===== config.mk =====
export PLATFORM = sky130hd
export DESIGN_NAME = fwd_operand_unit
export DESIGN_NICKNAME = d
export VERILOG_FILES = /design/src/rtl/cpu_types_pkg.sv /design/src/rtl/fwd_src_sel.sv /design/src/rtl/fwd_operand_unit.sv
export SDC_FILE = /design/constraint.sdc
export NUM_CORES = 1
export LEC_CHECK = 0
export BUFFER_PORTS_ARGS = -buffer_cell sky130_fd_sc_hd__buf_4
export CAP_MARGIN = 0
export CELL_PAD_IN_SITES_DETAIL_PLACEMENT = 1
export CELL_PAD_IN_SITES_GLOBAL_PLACEMENT = 2
export CORE_MARGIN = 2
export CORE_UTILIZATION = 28
export DETAILED_ROUTE_END_ITERATION = 7
export GPL_TIMING_DRIVEN = 0
export HOLD_SLACK_MARGIN = 0.12
export PLACE_DENSITY = 0.82
export SYNTH_ARGS = -nofsm -noshare
export SYNTH_HDL_FRONTEND = slang
export SYNTH_SLANG_ARGS = --single-unit

===== constraint.sdc =====
create_clock -name CLK -period 2.35 [get_ports CLK]
set_input_delay 0.235 -clock CLK [delete_from_list [all_inputs] [get_ports CLK]]
set_output_delay 0.235 -clock CLK [all_outputs]
set_load 0.02 [all_outputs]

===== src/rtl/cpu_types_pkg.sv =====
// Shared types for the operand-forwarding slice: FSM states, forward-source
// selects and the saturating statistics increment.
package cpu_types_pkg;

  typedef enum logic [1:0] {
    RUN,
    LDSTALL,
    HOLD
  } fwd_state_e;

  typedef enum logic [1:0] {
    FWD_RF,
    FWD_MEM,
    FWD_WB,
    FWD_ZERO
  } fwd_sel_e;

  localparam int unsigned STAT_W = 16;

  function automatic logic [STAT_W-1:0] sat_inc(input logic [STAT_W-1:0] v);
    return (v == '1) ? v : v + 1'b1;
  endfunction

endpackage


===== src/rtl/fwd_src_sel.sv =====
// Per-operand forward-source select and load-use hit detection.
module fwd_src_sel
  import cpu_types_pkg::*;
#(
  parameter int unsigned REG_AW = 5
) (
  input  logic [REG_AW-1:0] rs,
  input  logic              mem_wen,
  input  logic [REG_AW-1:0] mem_wsel,
  input  logic              mem_load,
  input  logic              wb_wen,
  input  logic [REG_AW-1:0] wb_wsel,
  output fwd_sel_e          sel,
  output logic              load_hit
);

  logic mem_hit;
  logic wb_hit;

  always_comb begin
    mem_hit = mem_wen && (mem_wsel == rs);
    wb_hit  = wb_wen && (wb_wsel == rs);
    // A load in EX/MEM has no data yet; fall through to older stages.
    if (rs == '0) begin
      sel = FWD_ZERO;
    end else if (mem_hit && !mem_load) begin
      sel = FWD_MEM;
    end else if (wb_hit) begin
      sel = FWD_WB;
    end else begin
      sel = FWD_RF;
    end
    load_hit = (rs != '0) && mem_hit && mem_load;
  end

endmodule


===== src/rtl/fwd_operand_unit.sv =====
// Operand forwarding unit with load-use stall FSM and output skid register.
// Optional statistics counters are enabled by defining FWD_STATS_EN.
module fwd_operand_unit
  import cpu_types_pkg::*;
#(
  parameter int unsigned WIDTH   = 32,
  parameter int unsigned NUM_SRC = 2,
  parameter int unsigned REG_AW  = 5
) (
  input  logic                            CLK,
  input  logic                            nRST,
  input  logic                            ex_valid,
  output logic                            ex_ready,
  input  logic [NUM_SRC-1:0][REG_AW-1:0]  ex_rs,
  input  logic [NUM_SRC-1:0][WIDTH-1:0]   ex_rdat,
  input  logic                            mem_wen,
  input  logic [REG_AW-1:0]               mem_wsel,
  input  logic                            mem_load,
  input  logic [WIDTH-1:0]                mem_dat,
  input  logic                            wb_wen,
  input  logic [REG_AW-1:0]               wb_wsel,
  input  logic [WIDTH-1:0]                wb_dat,
  output logic                            op_valid,
  input  logic                            op_ready,
  output logic [NUM_SRC-1:0][WIDTH-1:0]   op_dat,
  output logic                            stall
`ifdef FWD_STATS_EN
  ,
  output logic [STAT_W-1:0]               stat_stall,
  output logic [STAT_W-1:0]               stat_fwd_mem,
  output logic [STAT_W-1:0]               stat_fwd_wb
`endif
);

  fwd_sel_e                      sel [NUM_SRC];
  logic [NUM_SRC-1:0]            load_hit;
  logic [NUM_SRC-1:0][WIDTH-1:0] sel_dat;

  fwd_state_e                    state_q, state_d;
  logic                          op_valid_q, op_valid_d;
  logic [NUM_SRC-1:0][WIDTH-1:0] op_dat_q, op_dat_d;

  logic hazard;
  logic capture;

  for (genvar g = 0; g < NUM_SRC; g++) begin : g_src
    fwd_src_sel #(
      .REG_AW (REG_AW)
    ) u_sel (
      .rs       (ex_rs[g]),
      .mem_wen  (mem_wen),
      .mem_wsel (mem_wsel),
      .mem_load (mem_load),
      .wb_wen   (wb_wen),
      .wb_wsel  (wb_wsel),
      .sel      (sel[g]),
      .load_hit (load_hit[g])
    );
  end

  always_comb begin
    for (int unsigned i = 0; i < NUM_SRC; i++) begin
      case (sel[i])
        FWD_MEM:  sel_dat[i] = mem_dat;
        FWD_WB:   sel_dat[i] = wb_dat;
        FWD_ZERO: sel_dat[i] = '0;
        default:  sel_dat[i] = ex_rdat[i];
      endcase
    end
  end

  always_comb begin
    hazard   = ex_valid && (|load_hit);
    stall    = (state_q == RUN) && hazard;
    ex_ready = !stall && (!op_valid_q || op_ready);
    capture  = ex_valid && ex_ready;
    op_valid = op_valid_q;
    op_dat   = op_dat_q;
  end

  always_comb begin
    state_d = state_q;
    case (state_q)
      RUN: begin
        if (hazard) begin
          state_d = LDSTALL;
        end else if (op_valid_q && !op_ready && ex_valid) begin
          state_d = HOLD;
        end
      end
      // One bubble suffices: the load result is in MEM/WB next cycle.
      LDSTALL: state_d = RUN;
      HOLD:    if (op_ready) state_d = RUN;
      default: state_d = RUN;
    endcase

    op_valid_d = capture ? 1'b1 : (op_ready ? 1'b0 : op_valid_q);
    op_dat_d   = capture ? sel_dat : op_dat_q;
  end

  always_ff @(posedge CLK or negedge nRST) begin
    if (!nRST) begin
      state_q    <= RUN;
      op_valid_q <= 1'b0;
      op_dat_q   <= '0;
    end else begin
      state_q    <= state_d;
      op_valid_q <= op_valid_d;
      op_dat_q   <= op_dat_d;
    end
  end

`ifdef FWD_STATS_EN
  logic [STAT_W-1:0] stat_stall_q, stat_stall_d;
  logic [STAT_W-1:0] stat_mem_q, stat_mem_d;
  logic [STAT_W-1:0] stat_wb_q, stat_wb_d;
  logic              any_mem, any_wb;

  always_comb begin
    any_mem = 1'b0;
    any_wb  = 1'b0;
    for (int unsigned i = 0; i < NUM_SRC; i++) begin
      if (sel[i] == FWD_MEM) any_mem = 1'b1;
      if (sel[i] == FWD_WB)  any_wb  = 1'b1;
    end
    stat_stall_d = stall ? sat_inc(stat_stall_q) : stat_stall_q;
    stat_mem_d   = (capture && any_mem) ? sat_inc(stat_mem_q) : stat_mem_q;
    stat_wb_d    = (capture && any_wb) ? sat_inc(stat_wb_q) : stat_wb_q;
  end

  always_ff @(posedge CLK or negedge nRST) begin
    if (!nRST) begin
      stat_stall_q <= '0;
      stat_mem_q   <= '0;
      stat_wb_q    <= '0;
    end else begin
      stat_stall_q <= stat_stall_d;
      stat_mem_q   <= stat_mem_d;
      stat_wb_q    <= stat_wb_d;
    end
  end

  always_comb begin
    stat_stall   = stat_stall_q;
    stat_fwd_mem = stat_mem_q;
    stat_fwd_wb  = stat_wb_q;
  end
`endif

endmodule


# == Word-level counts from Yosys, hierarchy flattened ==
# Cells that the tools add are included.
# word_totals
output_inout_bits,67
register_bits,67
in_bits,155
elab_cells,60
# classes
n_eq_ne,13
reduce_logical,29
mux,14
# op_table
cell,n
32-bit case mux with 3 select lines,2
5-bit equality test,4
2-bit 2-to-1 mux,9
1-bit logical AND,16
"2-bit equality test, second input constant",5
5-bit logical NOT,2
5-bit nonzero test,2
"2-bit by 1-bit equality test with 1-bit output, second input constant",2
1-bit logical NOT,4
2-bit case mux with 2 select lines,1
"3-bit by 2-bit inequality test with 1-bit output, second input constant",1
2-bit logical NOT,1
1-bit 2-to-1 mux,2
"2-bit inequality test, second input constant",1
2-bit AND reduction,1
2-bit nonzero test,1
2-bit OR reduction,1
1-bit logical OR,1

# == Logic depth before layout (Yosys ltp) ==
# Gate-level depths: netlist of run 1.
# depth
word_depth,11
depth_mapped,7
ltp_nobuf,5

# == Hierarchy ==
# Synthesis of run 1 repeated with hierarchy kept, for this count alone.
# hier_totals
cells_unflattened,346
hier_area_um2,4444.3
# modules_own_cells
mod,cells_per_inst,seq_area_each_um2,n_inst,area_each_um2
fwd_operand_unit,302,1676.6,1,4136.5
fwd_src_sel,22,0.0,2,153.9

# == Least setup slack after synthesis of run 1 ==
# Ideal clock, no wire load.
# synth_timing
kind,input-to-output
from,in ex_rs[2] (netlist bit)
to,out ex_ready
n_path_buf,0
path_stages,5
t_arrival_ps,1822
path_slack_ps,293
required_time_ps,2115
cell_sequence,xnor2_1 > nand3_1 > o32a_2 > nor3b_1 > nor2b_1
# synth_between
elab_chain_len,9
elab_cells_between_ends,10
cone_classes,eq/ne (1); reduce/logical (9)
# synth_rtl
item,line,source
"start, declared",fwd_operand_unit.sv:14,"input logic [NUM_SRC-1:0][REG_AW-1:0] ex_rs,"
5-bit equality test,fwd_src_sel.sv:21,mem_hit = mem_wen && (mem_wsel == rs);
1-bit logical AND,fwd_src_sel.sv:21,
1-bit logical AND * (2 in series),fwd_src_sel.sv:33,load_hit = (rs != '0) && mem_hit && mem_load;
2-bit OR reduction *,fwd_operand_unit.sv:73,hazard = ex_valid && (|load_hit);
1-bit logical AND *,fwd_operand_unit.sv:73,
1-bit logical AND *,fwd_operand_unit.sv:74,stall = (state_q == RUN) && hazard;
via stall,fwd_operand_unit.sv:26,output logic stall
1-bit logical NOT *,fwd_operand_unit.sv:75,ex_ready = !stall && (!op_valid_q || op_ready);
1-bit logical AND *,fwd_operand_unit.sv:75,
"end, declared",fwd_operand_unit.sv:13,"output logic ex_ready,"
# Mark *: on every way through the listed nets, which the timed path passes. The rest lies on a longest branch.

# == Worst setup path after layout of run 1 ==
# layout_timing
from,in ex_rs[4] (netlist bit)
to,reg op_dat_q (netlist bit op_dat[29])
# layout_between
elab_chain_len,10
elab_cells_between_ends,22
cone_classes,eq/ne (5); mux (4); reduce/logical (13)
# layout_rtl
item,line,source
"parallel branches: the longest is 10 deep, another holds 32-bit case mux with 3 select lines",--,
"end signal, assigned",fwd_operand_unit.sv:109,op_dat_q <= op_dat_d;
"end, declared",fwd_operand_unit.sv:41,"logic [NUM_SRC-1:0][WIDTH-1:0] op_dat_q, op_dat_d;"
# Several ways; the timed one is not identified.
# A chain may end at the register's enable or synchronous reset.

==> results of run 1 <==
==> cell type report <==
type,instances,area share [%]
Buffer,66,4.08
Clock buffer,11,3.10
Clock inverter,5,0.671
Inverter,59,2.83
Multi-Input combinational cell,415,42.2
Sequential cell,67,21.4
Tap cell,265,4.24
Timing Repair Buffer,223,21.4
==> per-stage QoR <==
step	total power, uW	utilization [%]	cells	TNS, ns	setup WS, ns
floorplan	2400	-	607	0	0.293
global placement	3250	38.6	1093	-13.61	-0.455
detailed placement	3270	38.6	1093	-14.36	-0.458
CTS	4700	40.3	1111	0	0.122
global route	4880	40.4	1111	0	0.000585
finish	4660	40.4	1111	0	0.0987
==> layer usage <==
layer / vias to the layer above / track usage, %
li1: 2771 / -
met1: 2904 / 33.5
met2: 248 / 37.0
met5: - / 0
met3: 39 / 3.08
met4: 0 / 8.58
==> state kept, by name, summed over array words and instances (netlist names) <==
signal    cells
op_dat       64
op_valid      1
state_q       2
==> what timing repair did <==
action | CTS | global route
hold buffers | 2 | 0
endpoints found under the hold margin | 68 | 0
gates resized for setup | 1 | 3
setup endpoints to repair | 5 | 8
==> worst paths after layout <==
path | from | slack, ns | to | depth (start not counted)
max | ex_rs[4] | 0.1 | op_dat[29] | 8
min | ex_valid | 0.18 | state_q[0] | 2
max reg2reg | state_q[1] | 0.55 | op_dat[17] | 5
min reg2reg | state_q[0] | 0.42 | state_q[1] | 1
max in group asynchronous | nRST | 1.16 | op_dat[26] | 2
min in group asynchronous | nRST | 0.56 | op_dat[3] | 2
==> cells by family (layout without fill, tap and decap cells) <==
kind of cell           after synthesis  after routing  synth area share [%]
AO/OA/AOI/OAI                      167            167                  21.4
AND/OR/NAND/NOR                    164            164                  20.4
buffers and inverters              125            364                  9.79
flip-flops                          67             67                  30.4
multiplexers                        64             64                  14.4
XOR/XNOR                            20             20                  3.59
==> report_power, final <==
part | internal (uW) | leakage (uW) | switching [uW]
sequential | 1360 | 0.000790 | 133
clock | 846 | 0.000145 | 556
combinational | 817 | 0.00254 | 940
total | 3030 | 0.00347 | 1630
==> layout by cell type, fill, tap and decap left out, types with 29 or more instances in the layout <==
| master | instances |
|---|---|
| sky130_fd_sc_hd__buf_4 | 221 |
| sky130_fd_sc_hd__nor3_1 | 33 |
| sky130_fd_sc_hd__a311oi_1 | 32 |
| sky130_fd_sc_hd__o21ai_0 | 33 |
| sky130_fd_sc_hd__nand4b_1 | 32 |
| sky130_fd_sc_hd__and3_1 | 29 |
| sky130_fd_sc_hd__a21boi_0 | 32 |
| sky130_fd_sc_hd__clkbuf_1 | 53 |
| sky130_fd_sc_hd__inv_1 | 59 |
| sky130_fd_sc_hd__dfrtp_1 | 67 |
| sky130_fd_sc_hd__mux2_4 | 29 |
| sky130_fd_sc_hd__mux2i_1 | 31 |
==> load_flow_metrics.sql, run 1 <==
INSERT INTO impl_metrics (metric_group, metric, value, unit) VALUES
('outcome', 'outcome', 'complete, no violations', ''),
('logic_synthesis', 'yosys_warnings', '0', ''),
('finish', 'layout-area-overhead-vs-synth', '42.2', '%'),
('clocking', 'clock_tree_sinks', '67', ''),
('clocking', 'cts_root_buffer', 'sky130_fd_sc_hd__clkbuf_16', ''),
('drt', 'detail_route.wirelength.met1', '11200', 'microns'),
('die', 'die_ht', '144', 'microns'),
('die', 'die_w', '144', 'microns'),
('drt', 'wl_met2', '11100', 'microns'),
('timing', 'final_clock_period_utilization_by_the_worst_path', '95.8', '%'),
('critical_path', 'crit_path_end_kind', 'register', ''),
('logic_synthesis', 'syn_area_per_cell', '9.07', 'sq um'),
('logic_synthesis', 'synthDominantAreaCellType', 'sky130_fd_sc_hd__dfrtp_1', ''),
('critical_path', 'worst_path_slowest_cell', 'sky130_fd_sc_hd__a311oi_1', ''),
('logic_synthesis', 'seq_area_frac_synth', '30.4', '%'),
('power_and_ir_drop', 'power_per_cell_area', '595', 'nW/um^2'),
('drt', 'detailedRoute.firstIterationViolations', '384', ''),
('drt', 'ant_nets', '0', ''),
('place', 'gp_routability_congestion', '0.840', ''),
('timing', 'final-max-slew-violation-count', '0', ''),
('critical_path', 'crit_path_cell_trace', 'buf_4 -> xnor2_1 -> nand3_1 -> or2_2 -> clkbuf_1 -> clkbuf_1 -> a311oi_1 -> mux2_4', ''),
('die', 'design.die.area', '20800', 'sq um'),
('grt', 'global_route.overflow_total', '0', ''),
('critical_path', 'timing.critical_path.max_delay_family', 'simple AND/OR/NAND/NOR gates', ''),
('clocking', 'cts.path.max_buffers', '2', ''),
('drt', 'drt_drc_violations_left', '0', ''),
('logic_synthesis', 'cell_types_with_the_largest_area_share_after_synthesis', 'sky130_fd_sc_hd__dfrtp_1, sky130_fd_sc_hd__mux2_4, sky130_fd_sc_hd__mux2i_1, sky130_fd_sc_hd__a311oi_1, sky130_fd_sc_hd__nand4b_1', ''),
('grt', 'grt_max_degree', '68', ''),
('finish', 'register_area', '1680', 'sq um'),
('run', 'cap_violations', '0', ''),
('die', 'initial_core_util', '28.4', '%'),
('timing', 'worst_slew_pin_slew', '0.939', 'ns'),
('place', 'placedInstanceArea', '7500', 'sq um'),
('critical_path', 'maximum_fanout_along_the_worst_path', '10', ''),
('logic_synthesis', 'syn-num-nets', '762', ''),
('critical_path', 'critical_path_most_common_cell', 'sky130_fd_sc_hd__clkbuf_1', ''),
('logic_synthesis', 'synth_cell_types', '46', ''),
('timing', 'final_hold_viols', '0', ''),
('drt', 'wl_per_cell', '22.0', 'microns'),
('finish', 'num_antenna_cells', '0', ''),
('die', 'core.rowCount', '51', ''),
('clocking', 'cts_tree', 'done', ''),
('timing', 'max_clock_freq', '444', 'MHz'),
('drt', 'top_routing_layer_in_use', 'met4', ''),
('grt', 'grt_util_all_layers', '23.7', '%'),
('critical_path', 'crit_required', '2.64', 'ns'),
('grt', 'grt_first_pass_wirelength', '36800', 'microns'),
('place', 'dp_hpwl', '19100', 'microns'),
('die', 'core_area', '19400', 'sq um'),
('hold_path', 'holdCritPathClass', 'in2reg', ''),
('drt', 'num_vias', '5962', ''),
('timing', 'grt_setup_unrepaired', 'no', ''),
('grt', 'vias_in_the_first_global_route', '6180', ''),
('logic_synthesis', 'asyncSetResetFlopFracSynth', '100', '%'),
('drt', 'met3WireLength', '1540', 'microns'),
('logic_synthesis', 'most_instantiated_library_cell_after_synthesis', 'sky130_fd_sc_hd__dfrtp_1', ''),
('clocking', 'clock_insertion_delay_worst_skew', '0.35', 'ns'),
('critical_path', 'largest_stage_delay_on_the_critical_path', '0.46', 'ns'),
('logic_synthesis', 'mapped_area', '5510', 'sq um'),
('clocking', 'cts-buffers-inserted', '9', ''),
('timing', 'slew_headroom', '37.4', '%'),
('grt', 'grt_antenna_before_repair', '0', ''),
('logic_synthesis', 'synth_top_area_share', '30.4', '%'),
('timing', 'timing.final.setup_violations', '0', ''),
('critical_path', 'cp_data_arrival_time', '2.54', 'ns'),
('logic_synthesis', 'ys_seq_elements', '67', ''),
('drt', 'routed_wl', '24500', 'microns'),
('die', 'pin_count', '222', ''),
('finish', 'multiInputGateArea', '3310', 'sq um'),
('finish', 'n_fill_cell', '2378', ''),
('drt', 'avgViaCountPerCell', '5.37', '');
(Power assumes the default switching activity.)
==> run 2, diff against run 1 <==
- BUFFER_PORTS_ARGS: -buffer_cell sky130_fd_sc_hd__buf_4 -> unset
- CORE_MARGIN: 2 -> 3
- CORE_UTILIZATION: 28 -> 37
- DONT_BUFFER_PORTS: unset -> 1
==> load_flow_metrics.sql, run 2 (synthesized netlist as in run 1, its figures left out) <==
INSERT INTO impl_metrics (metric_group, metric, value, unit) VALUES
('finish', 'finalCoreUtilization', '43.0', '%'),
('finish', 'finish.cell_count_without_fillers', '811', ''),
('power_and_ir_drop', 'switchingPower', '1440', 'uW'),
('finish', 'final_cell_mix', 'sky130_fd_sc_hd__dfrtp_1, sky130_fd_sc_hd__inv_1, sky130_fd_sc_hd__clkbuf_1', ''),
('power_and_ir_drop', 'switch_share', '35.7', '%'),
('critical_path', 'path_class', 'in2out', ''),
('place', 'dp_cells', '787', ''),
('drt', 'ant_nets', '0', ''),
('timing', 'hold_slack', '0.177', 'ns'),
('clocking', 'clkTransAtPathRegs', '0.06', 'ns'),
('die', 'initial_core_util', '38.8', '%'),
('clocking', 'cts.path.max_buffers', '2', ''),
('timing', 'grt_setup_unrepaired', 'no', ''),
('power_and_ir_drop', 'power', '4020', 'uW'),
('hold_path', 'min_delay_path_depth', '3', ''),
('critical_path', 'cp.depth', '5', ''),
('clocking', 'clock_insertion_delay_worst_skew', '0.35', 'ns'),
('outcome', 'outcome', 'complete, no violations', ''),
('grt', 'global_route.overflow_total', '0', ''),
('finish', 'final_common_cell', 'sky130_fd_sc_hd__dfrtp_1', ''),
('drt', 'routed_wl', '23000', 'microns'),
('critical_path', 'crit_path_end_kind', 'output pin', ''),
('timing', 'timing.setup.tns', '0', 'ns'),
('timing', 'clock-skew-final', '0.00754', 'ns'),
('grt', 'vias_in_the_first_global_route', '5578', ''),
('critical_path', 'worstPathBufferInverterCount', '0', ''),
('critical_path', 'maximum_fanout_along_the_worst_path', '7', ''),
('die', 'die_ht', '128', 'microns'),
('timing', 'worst_slew_pin_slew', '0.666', 'ns'),
('power_and_ir_drop', 'p_leak', '0.00242', 'uW'),
('critical_path', 'rr_worst_depth', '5', ''),
('critical_path', 'critical_path_start_type', 'input pin', ''),
('die', 'die_w', '128', 'microns'),
('critical_path', 'largest_stage_delay_on_the_critical_path', '0.58', 'ns'),
('run', 'cap_violations', '0', ''),
('timing', 'max_clock_freq', '442', 'MHz'),
('drt', 'drt_drc_violations_left', '0', ''),
('clocking', 'cts_root_buffer', 'sky130_fd_sc_hd__clkbuf_16', ''),
('drt', 'num_vias', '5266', ''),
('power_and_ir_drop', 'internal_power_of_the_cells', '2590', 'uW'),
('critical_path', 'timing.critical_path.max_delay_family', 'simple AND/OR/NAND/NOR gates', ''),
('timing', 'slew_headroom', '55.4', '%'),
('clocking', 'cts_tree', 'done', ''),
('timing', 'final_hold_viols', '0', ''),
('grt', 'grt_first_pass_wirelength', '34200', 'microns'),
('finish', 'final_layout_size_suffix_gt1_share', '11.5', '%'),
('clocking', 'clock_tree_sinks', '67', ''),
('die', 'core.rowCount', '43', ''),
('power_and_ir_drop', 'sequentialPowerShare', '44.8', '%'),
('critical_path', 'crit_required', '2.12', 'ns'),
('drt', 'drt_pass1_iterations', '5', ''),
('critical_path', 'cp_data_arrival_time', '2.03', 'ns'),
('place', 'count_of_input_and_output_buffers', '0', ''),
('clocking', 'ctsHtreeMaxLevel', '3', ''),
('drt', 'detailedRoute.firstIterationViolations', '334', ''),
('power_and_ir_drop', 'combinationalPowerShare', '21.9', '%'),
('place', 'gp_routability_congestion', '0.905', ''),
('die', 'core_area', '14200', 'sq um'),
('timing', 'timing.final.setup_violations', '0', ''),
('place', 'dp_hpwl', '17600', 'microns'),
('finish', 'max_reg_flops', '64', ''),
('critical_path', 'crit_path_cell_trace', 'xnor2_1 -> nand3_1 -> o32a_2 -> nor3b_2 -> nor2b_1', ''),
('finish', 'layout-area-overhead-vs-synth', '11.0', '%'),
('die', 'pin_count', '222', ''),
('timing', 'post-route-min-period', '2.26', 'ns'),
('grt', 'grt_util_all_layers', '27.4', '%'),
('clocking', 'cts-buffers-inserted', '9', ''),
('timing', 'final-max-slew-violation-count', '0', ''),
('clocking', 'postCtsSetupRepairBufs', '0', ''),
('drt', 'avgViaCountPerCell', '6.49', ''),
('power_and_ir_drop', 'vdd_ir_drop_max', '316', 'uV'),
('power_and_ir_drop', 'power_per_cell_area', '658', 'nW/um^2'),
('grt', 'grt_max_degree', '68', ''),
('die', 'design.die.area', '16400', 'sq um'),
('hold_path', 'holdCritPathClass', 'in2reg', ''),
('power_and_ir_drop', 'clockPowerShare', '33.3', '%'),
('finish', 'n_fill_cell', '1667', ''),
('finish', 'fin_nets', '778', ''),
('timing', 'final_clock_period_utilization_by_the_worst_path', '96.3', '%'),
('critical_path', 'worst_path_slowest_cell', 'sky130_fd_sc_hd__o32a_2', ''),
('drt', 'wl_per_cell', '28.3', 'microns'),
('critical_path', 'setup.reg_to_reg.worst_slack', '0.55', 'ns'),
('grt', 'grt_antenna_before_repair', '5', '');
run 2: repair_timing:
item	in CTS	in global routing
endpoints found under the hold margin	70	0
gates resized for setup	1	1
hold buffers	5	0
endpoints found under the setup margin	1	7
run 2: worst reg2reg max path: stages (launching register included):
cell,delay [ns]
sky130_fd_sc_hd__dfrtp_1,0.37
sky130_fd_sc_hd__or3_1,0.44
sky130_fd_sc_hd__o21a_2,0.23
sky130_fd_sc_hd__buf_6,0.17
sky130_fd_sc_hd__buf_8,0.17
sky130_fd_sc_hd__mux2_4,0.30
run 2: final cells by class:
class                           instances  area, sq um  area share (%)
Antenna cell                            5         12.5           0.205
Buffer                                 66          318            5.20
Clock buffer                           13          280            4.59
Clock inverter                          1         7.51           0.123
Inverter                               59          221            3.62
Multi-Input combinational cell        415         3300            54.0
Sequential cell                        67         1680            27.4
Tap cell                              180          225            3.68
Timing Repair Buffer                    5         67.6            1.11
run 2: final timing paths:
path                                 start         end
worst max-delay path              ex_rs[3]    ex_ready
worst min-delay path              ex_valid    op_valid
worst max register to register  state_q[1]  op_dat[17]
worst min register to register  state_q[0]  state_q[0]
max in group asynchronous             nRST  op_dat[25]
min in group asynchronous             nRST  op_dat[58]
run 2: through the flow:
| step | area [sq um] | worst slack, ns |
|---|---|---|
| final | 6110 | 0.0864 |
| after global routing | 6110 | 0.0371 |
| after CTS | 6090 | 0.109 |
| after detailed placement | 5730 | -0.249 |
| after global placement | 5730 | -0.223 |
| after floorplan | 5510 | 0.293 |
run 2: power by group through the flow:
stage	registers [uW]	logic, uW	clock network, uW
after global placement	1820	806	0
final	1800	882	1340
after floorplan	1750	654	0
after detailed placement	1820	832	0
after CTS	1810	878	1360
after global routing	1830	963	1420
run 2: layer usage:
metal  vias up  part of all wire, %  GRT usage [%]
li1       2339                    -              -
met1      2625                   41           35.3
met2       250                   47           43.8
met3        48                  9.3           7.92
met4         4                  2.8           9.74
met5         -                0.091              0
